===== config.mk =====
export PLATFORM = sky130hd
export DESIGN_NAME = ss_inst_queue_flat
export DESIGN_NICKNAME = d
export VERILOG_FILES = /design/src/rtl/ss_inst_queue_pkg.sv /design/src/rtl/ss_inst_queue_if.sv /design/src/rtl/ss_queue_mem.sv /design/src/rtl/ss_inst_queue.sv /design/src/flat_wrapper.sv
export SDC_FILE = /design/constraint.sdc
export NUM_CORES = 2
export LEC_CHECK = 0
export CORE_MARGIN = 3
export CORE_UTILIZATION = 56
export CTS_CLUSTER_DIAMETER = 100
export DETAILED_ROUTE_END_ITERATION = 8
export GPL_TIMING_DRIVEN = 1
export PLACE_DENSITY_LB_ADDON = 0.05
export SYNTH_ARGS = -nofsm -noshare
export SYNTH_HDL_FRONTEND = slang
export SYNTH_HIERARCHICAL = 1
export SYNTH_SLANG_ARGS = --single-unit
export TNS_END_PERCENT = 30

===== constraint.sdc =====
create_clock -name clk -period 7.3 [get_ports clk]
set_input_delay 1.095 -clock clk [delete_from_list [all_inputs] [get_ports clk]]
set_output_delay 1.095 -clock clk [all_outputs]
set_load 0.03 [all_outputs]

===== src/rtl/ss_inst_queue_pkg.sv =====
// ss_inst_queue_pkg: types and helpers shared by the instruction queue slice.
//  instruction_info_reg_t : packed decoded-instruction record (64 bits); a lane of
//                           out_data can be cast to it when WIDTH matches.
//  idx_width(depth)       : bits needed to index a storage array of 'depth' entries.
//  cnt_width(depth)       : bits needed to hold an occupancy of 0..depth.
package ss_inst_queue_pkg;

   typedef struct packed {
      logic [31:0] pc;
      logic [31:0] instr;
   } instruction_info_reg_t;

   function automatic int unsigned idx_width(input int unsigned depth);
      return $clog2(depth);
   endfunction

   function automatic int unsigned cnt_width(input int unsigned depth);
      return $clog2(depth + 1);
   endfunction

endpackage


===== src/rtl/ss_inst_queue_if.sv =====
// ss_inst_queue_if: decode/dispatch-side bundle of the superscalar instruction queue.
//  flush     : discard all contents at the next edge
//  in_valid  : push lanes (contiguous from lane 0), in_data lane i at [i*WIDTH +: WIDTH]
//  in_ready  : at least SS free slots
//  out_valid : lane i holds the (i+1)-th oldest entry, out_data likewise
//  pop_count : number of oldest entries consumed this cycle
//  count/empty/full : occupancy reporting
//  master = producer/consumer side, slave = the queue.
interface ss_inst_queue_if
   import ss_inst_queue_pkg::*;
#(
   parameter int unsigned SS    = 2,
   parameter int unsigned DEPTH = 16,
   parameter int unsigned WIDTH = 64
) ();

   localparam int unsigned CW = $clog2(SS + 1);
   localparam int unsigned NW = cnt_width(DEPTH);

   logic                flush;
   logic [SS-1:0]       in_valid;
   logic [SS*WIDTH-1:0] in_data;
   logic                in_ready;
   logic [SS-1:0]       out_valid;
   logic [SS*WIDTH-1:0] out_data;
   logic [CW-1:0]       pop_count;
   logic [NW-1:0]       count;
   logic                empty;
   logic                full;

   modport master (
      output flush, in_valid, in_data, pop_count,
      input  in_ready, out_valid, out_data, count, empty, full
   );

   modport slave (
      input  flush, in_valid, in_data, pop_count,
      output in_ready, out_valid, out_data, count, empty, full
   );

endinterface


===== src/rtl/ss_queue_mem.sv =====
// ss_queue_mem: DEPTH x WIDTH register array, SS write ports and SS combinational
// read ports. Storage is not reset.
//  clk   : clock
//  we    : per-lane write enable
//  waddr : lane i write index at [i*IW +: IW]
//  wdata : lane i write data at [i*WIDTH +: WIDTH]
//  raddr : lane i read index at [i*IW +: IW]
//  rdata : lane i read data at [i*WIDTH +: WIDTH]
module ss_queue_mem
   import ss_inst_queue_pkg::*;
#(
   parameter int unsigned SS    = 2,
   parameter int unsigned DEPTH = 16,
   parameter int unsigned WIDTH = 64,
   localparam int unsigned IW   = idx_width(DEPTH)
) (
   input  logic                clk,
   input  logic [SS-1:0]       we,
   input  logic [SS*IW-1:0]    waddr,
   input  logic [SS*WIDTH-1:0] wdata,
   input  logic [SS*IW-1:0]    raddr,
   output logic [SS*WIDTH-1:0] rdata
);

   logic [WIDTH-1:0] mem [DEPTH];

   // Write indices within one cycle are always distinct, so lane order is irrelevant.
   always_ff @(posedge clk) begin
      for (int i = 0; i < SS; i++) begin
         if (we[i]) begin
            mem[waddr[i*IW +: IW]] <= wdata[i*WIDTH +: WIDTH];
         end
      end
   end

   always_comb begin
      rdata = '0;
      for (int i = 0; i < SS; i++) begin
         rdata[i*WIDTH +: WIDTH] = mem[raddr[i*IW +: IW]];
      end
   end

endmodule


===== src/rtl/ss_inst_queue.sv =====
// ss_inst_queue: superscalar instruction queue between decode and rename/dispatch.
// Accepts 0..SS entries and releases 0..SS oldest entries per cycle, in order.
//  clk : clock, all state updates on posedge
//  rst : synchronous active-low reset (same effect as flush)
//  q   : queue bundle (slave side), see ss_inst_queue_if
module ss_inst_queue
   import ss_inst_queue_pkg::*;
#(
   parameter int unsigned SS    = 2,
   parameter int unsigned DEPTH = 16,
   parameter int unsigned WIDTH = 64
) (
   input  logic            clk,
   input  logic            rst,
   ss_inst_queue_if.slave  q
);

   localparam int unsigned IW = idx_width(DEPTH);
   localparam int unsigned PW = IW + 1;  // extra wrap bit distinguishes full from empty

   logic [PW-1:0]    head_q, head_d, tail_q, tail_d;
   logic [PW-1:0]    count, avail, n_push, n_pop;
   logic             push_fire;
   logic [SS-1:0]    we;
   logic [SS*IW-1:0] waddr, raddr;
   logic             contig_ok, pop_ok, count_ok;

   always_comb begin
      count       = tail_q - head_q;
      avail       = (count > PW'(SS)) ? PW'(SS) : count;
      // A push needs room for a full group, judged before any same-cycle pop.
      q.in_ready  = (count <= PW'(DEPTH - SS));
      q.count     = count;
      q.empty     = (count == '0);
      q.full      = (count == PW'(DEPTH));
      push_fire   = q.in_ready && (|q.in_valid) && !q.flush;

      q.out_valid = '0;
      raddr       = '0;
      for (int i = 0; i < SS; i++) begin
         q.out_valid[i]      = (PW'(i) < count);
         raddr[i*IW +: IW]   = head_q[IW-1:0] + IW'(i);
      end

      // Set lanes are compacted in index order onto consecutive slots from tail.
      n_push = '0;
      we     = '0;
      waddr  = '0;
      for (int i = 0; i < SS; i++) begin
         if (q.in_valid[i]) begin
            we[i]             = push_fire;
            waddr[i*IW +: IW] = tail_q[IW-1:0] + n_push[IW-1:0];
            n_push            = n_push + 1'b1;
         end
      end

      // Over-long pops are clamped to what is actually presented.
      n_pop  = (PW'(q.pop_count) > avail) ? avail : PW'(q.pop_count);
      head_d = head_q + n_pop;
      tail_d = push_fire ? (tail_q + n_push) : tail_q;
      if (q.flush) begin
         head_d = '0;
         tail_d = '0;
      end

      contig_ok = ((q.in_valid & (q.in_valid + 1'b1)) == '0);
      pop_ok    = (PW'(q.pop_count) <= avail);
      count_ok  = (count <= PW'(DEPTH));
   end

   always_ff @(posedge clk) begin
      if (!rst) begin
         head_q <= '0;
         tail_q <= '0;
      end else begin
         head_q <= head_d;
         tail_q <= tail_d;
      end
   end

   ss_queue_mem #(
      .SS    (SS),
      .DEPTH (DEPTH),
      .WIDTH (WIDTH)
   ) u_mem (
      .clk   (clk),
      .we    (we),
      .waddr (waddr),
      .wdata (q.in_data),
      .raddr (raddr),
      .rdata (q.out_data)
   );

   a_in_valid_contig : assert property (@(posedge clk) disable iff (!rst) contig_ok);
   a_pop_in_range    : assert property (@(posedge clk) disable iff (!rst) pop_ok);
   a_count_in_range  : assert property (@(posedge clk) disable iff (!rst) count_ok);

endmodule


===== src/flat_wrapper.sv =====
// flat-port wrapper written by rule: the top's interface ports become plain ports
module ss_inst_queue_flat import ss_inst_queue_pkg::*;
#(
   parameter int unsigned SS    = 2,
   parameter int unsigned DEPTH = 16,
   parameter int unsigned WIDTH = 64
)
  (clk, rst, q_flush, q_in_valid, q_in_data, q_pop_count, q_in_ready, q_out_valid, q_out_data, q_count, q_empty, q_full);
  ss_inst_queue_if #(.SS(SS), .DEPTH(DEPTH), .WIDTH(WIDTH)) q_i ();
  input  logic clk;
  input  logic rst;
  input wire logic [$bits(q_i.flush)-1:0] q_flush;
  input wire logic [$bits(q_i.in_valid)-1:0] q_in_valid;
  input wire logic [$bits(q_i.in_data)-1:0] q_in_data;
  input wire logic [$bits(q_i.pop_count)-1:0] q_pop_count;
  output wire logic [$bits(q_i.in_ready)-1:0] q_in_ready;
  output wire logic [$bits(q_i.out_valid)-1:0] q_out_valid;
  output wire logic [$bits(q_i.out_data)-1:0] q_out_data;
  output wire logic [$bits(q_i.count)-1:0] q_count;
  output wire logic [$bits(q_i.empty)-1:0] q_empty;
  output wire logic [$bits(q_i.full)-1:0] q_full;
  assign q_i.flush = q_flush;
  assign q_i.in_valid = q_in_valid;
  assign q_i.in_data = q_in_data;
  assign q_i.pop_count = q_pop_count;
  assign q_in_ready = q_i.in_ready;
  assign q_out_valid = q_i.out_valid;
  assign q_out_data = q_i.out_data;
  assign q_count = q_i.count;
  assign q_empty = q_i.empty;
  assign q_full = q_i.full;
  ss_inst_queue #(.SS(SS), .DEPTH(DEPTH), .WIDTH(WIDTH)) u_core (.clk(clk), .rst(rst), .q(q_i));
endmodule

==> impl_metrics.toml <==
[grt]
first_global_vias = 39600
track_usage_pct = 34.3
grt_max_degree = 107
antenna_found_initial = 15
grt_overflow_total = 0
grt_pass1_wl_mm = 275

[critical_path]
r2r_end = "u_core/u_mem/mem[13][31]$_DFFE_PP_"
critical_path_required_ns = 6.20
reg2reg_slack_ns = 1.47
crit_arrival_ns = 5.34
crit_fanout = 61
worstSetupPathType = "reg -> out"
timing.rr.start = "u_core/head_q[0]$_SDFF_PP0_"
cp-start-kind = "flip-flop"
cp-end-kind = "primary output"
r2r_cells = 13

[timing]
setup_viol = 0
max_slew.worst_pin.slew_ns = 1.36
slew_violations = 0
max_freq_ghz = 0.155
fin_skew_ns = 0.0244
post-route-period-util_pct = 88.1
rsz0062_at_grt = "false"
holdWs_ns = 0.514
relSlewSlack_pct = 9.23
final_hold_viol_count = 0
min_period_ns = 6.43

[run_status]
outcome = "completed"

[drt]
totalWireLength_mm = 189
antenna_left = 0
wl_met3_mm = 18.5
routed.top_layer = "met5"
vias = 37200
drc_errors = 0
drt-met1-wl_mm = 70.4
first_pass_iters = 5
wl_met2_mm = 91.9
via_per_inst = 7.31
wl_per_cell_microns = 37.2
drt_iter0_drc = 4132

[clocking]
path_clk_slew_ns = 0.06
clock_sinks = 1034
cts_resized = 0
htreeDepth = 3
root_buffer = "clkbuf_16"
clk_latency_ns = 0.72
cts_buffers = 114
holdBufCountCts = 0
cts_max_path_buffers = 3
cts_setup_buffers = 0
tritoncts = "built"

[placement]
gp_congestion = 0.822
dpl.hpwl_mm = 102
port_buffers = 272
dp.cells = 4861
place_area_sq_um = 63400

[synthesis]
synth.distinct_cells = 49
synth_area_per_cell_sq_um = 16.8
yosys_register_bits = 1034
ys_top_cells_by_area = "edfxtp_1 (52%), mux4_2 (19%), mux2_2 (17%)"
seq_area_frac_synth_pct = 52.2
synth-edff-count = 1024
yosys.area.top_type_share_pct = 51.8
synth_most_common_cell = "edfxtp_1"
syn_inst = 3524
netlist_area_sq_um = 59300
synth_flop_cell = "edfxtp_1"
ys_warn_count = 6
async_flop_share_pct = 0
synth_top_cell_by_area = "edfxtp_1"
synth_common_cells = "edfxtp_1 (1,024), mux2_2 (905), mux4_2 (512)"

[run]
max-cap-violations = 0

[min_path]
hp-class = "reg -> reg"
hold_end = "u_core/tail_q[4]$_SDFFE_PP0P_"
min_delay_path_depth = 2
worstHoldStart = "u_core/tail_q[4]$_SDFFE_PP0P_"

[cells_and_area]
fin_nets = 3752
syn_to_final_growth_pct = 13.1
design_area_sq_um = 67100
fillerInstances = 7330
drive_gt1_share_pct = 46.4
final_cell_count_no_fill = 5082

[pwr]
ir_drop_uv = 303
powerDensity_nw_per_um2 = 309
p_leak_nw = 21.1

[die]
start_util_pct = 56.8
die_y_microns = 331
die_area_sq_um = 110000
core_area_sq_um = 104000
num_rows = 118
fp.dieW_microns = 331
ios = 273
-- area by class of cell --
type / instances / area, sq um / area share [%]
timing repair buffer: 358 / 3760 / 5.60
antenna: 12 / 30.0 / 0.0448
clock buffer: 143 / 3070 / 4.57
multi-input combinational: 2073 / 26900 / 40.2
clock inverter: 66 / 526 / 0.783
tap: 1380 / 1730 / 2.57
inverter: 16 / 67.6 / 0.101
sequential: 1034 / 31000 / 46.2
-- registers in the layout, summed over array words and instances, names as in the netlist --
| signal | flops |
|---|---|
| u_core/tail_q | 5 |
| u_core/u_mem/mem | 1024 |
| u_core/head_q | 5 |
-- cell usage in the layout (no fill, tap or decap), types with 29 or more instances in the layout --
cell / count
edfxtp_1: 1024
a22oi_1: 256
clkdlybuf4s50_1: 272
buf_12: 31
clkbuf_16: 119
mux4_2: 512
mux2_2: 905
mux2_1: 119
buf_4: 55
nand2_1: 137
clkinv_1: 29
-- power by group --
part,internal [mW],switching (mW)
clock,3.26,2.37
sequential,6.67,0.112
combinational,3.65,4.67
total,13.6,7.15
-- worst max-delay path: stages, from the launching register on --
cell	delay [ns]
dfxtp_4	0.64
buf_4	0.55
buf_4	0.92
buf_4	0.84
mux4_2	0.43
a22oi_1	0.31
nand2_1	0.20
clkdlybuf4s50_1	0.64
-- layer usage --
metal / vias to the layer above / global-route usage, %
met4: 6 / 14.4
met1: 19600 / 46.0
met3: 464 / 6.50
met5: - / 0
met2: 2338 / 55.4
li1: 14800 / -
-- metrics by stage --
stage,util [%],setup TNS [ns],power [mW],worst slack [ns]
3_3_place_gp,60.8,0,15.1,1.42
4_1_cts,64.2,0,20.8,0.907
2_1_floorplan,-,-159.15,12.3,-0.578
5_1_grt,64.2,0,21.4,0.717
3_5_place_dp,60.8,0,15.2,1.50
6_report,64.3,0,20.7,0.866
-- cells by family after synthesis --
group	Yosys count	synth area share [%]
adder cells (fa/ha/maj)	20	0.460
multiplexers	1537	38.9
XOR/XNOR	10	0.148
buffers and inverters	418	3.04
AND/OR/NAND/NOR	212	1.67
AO/OA/AOI/OAI	292	3.63
other	1	0.00632
flip-flops	1034	52.2
-- worst max path at each step --
| stage | from | to | slack [ns] | cells after the start |
|---|---|---|---|---|
| after global routing | u_core/head_q[1]$_SDFF_PP0_ | q_out_data[7] | 0.72 | 7 |
| after global placement | u_core/head_q[0]$_SDFF_PP0_ | u_core/u_mem/mem[13][27]$_DFFE_PP_ | 1.42 | 13 |
| final | u_core/head_q[1]$_SDFF_PP0_ | q_out_data[6] | 0.87 | 7 |
| after CTS | u_core/head_q[1]$_SDFF_PP0_ | q_out_data[7] | 0.91 | 7 |
| after floorplan | u_core/head_q[1]$_SDFF_PP0_ | u_core/u_mem/mem[2][0]$_DFFE_PP_ | -0.58 | 10 |
| after detailed placement | u_core/head_q[0]$_SDFF_PP0_ | u_core/u_mem/mem[13][30]$_DFFE_PP_ | 1.50 | 13 |
(Power assumes the default switching activity.)
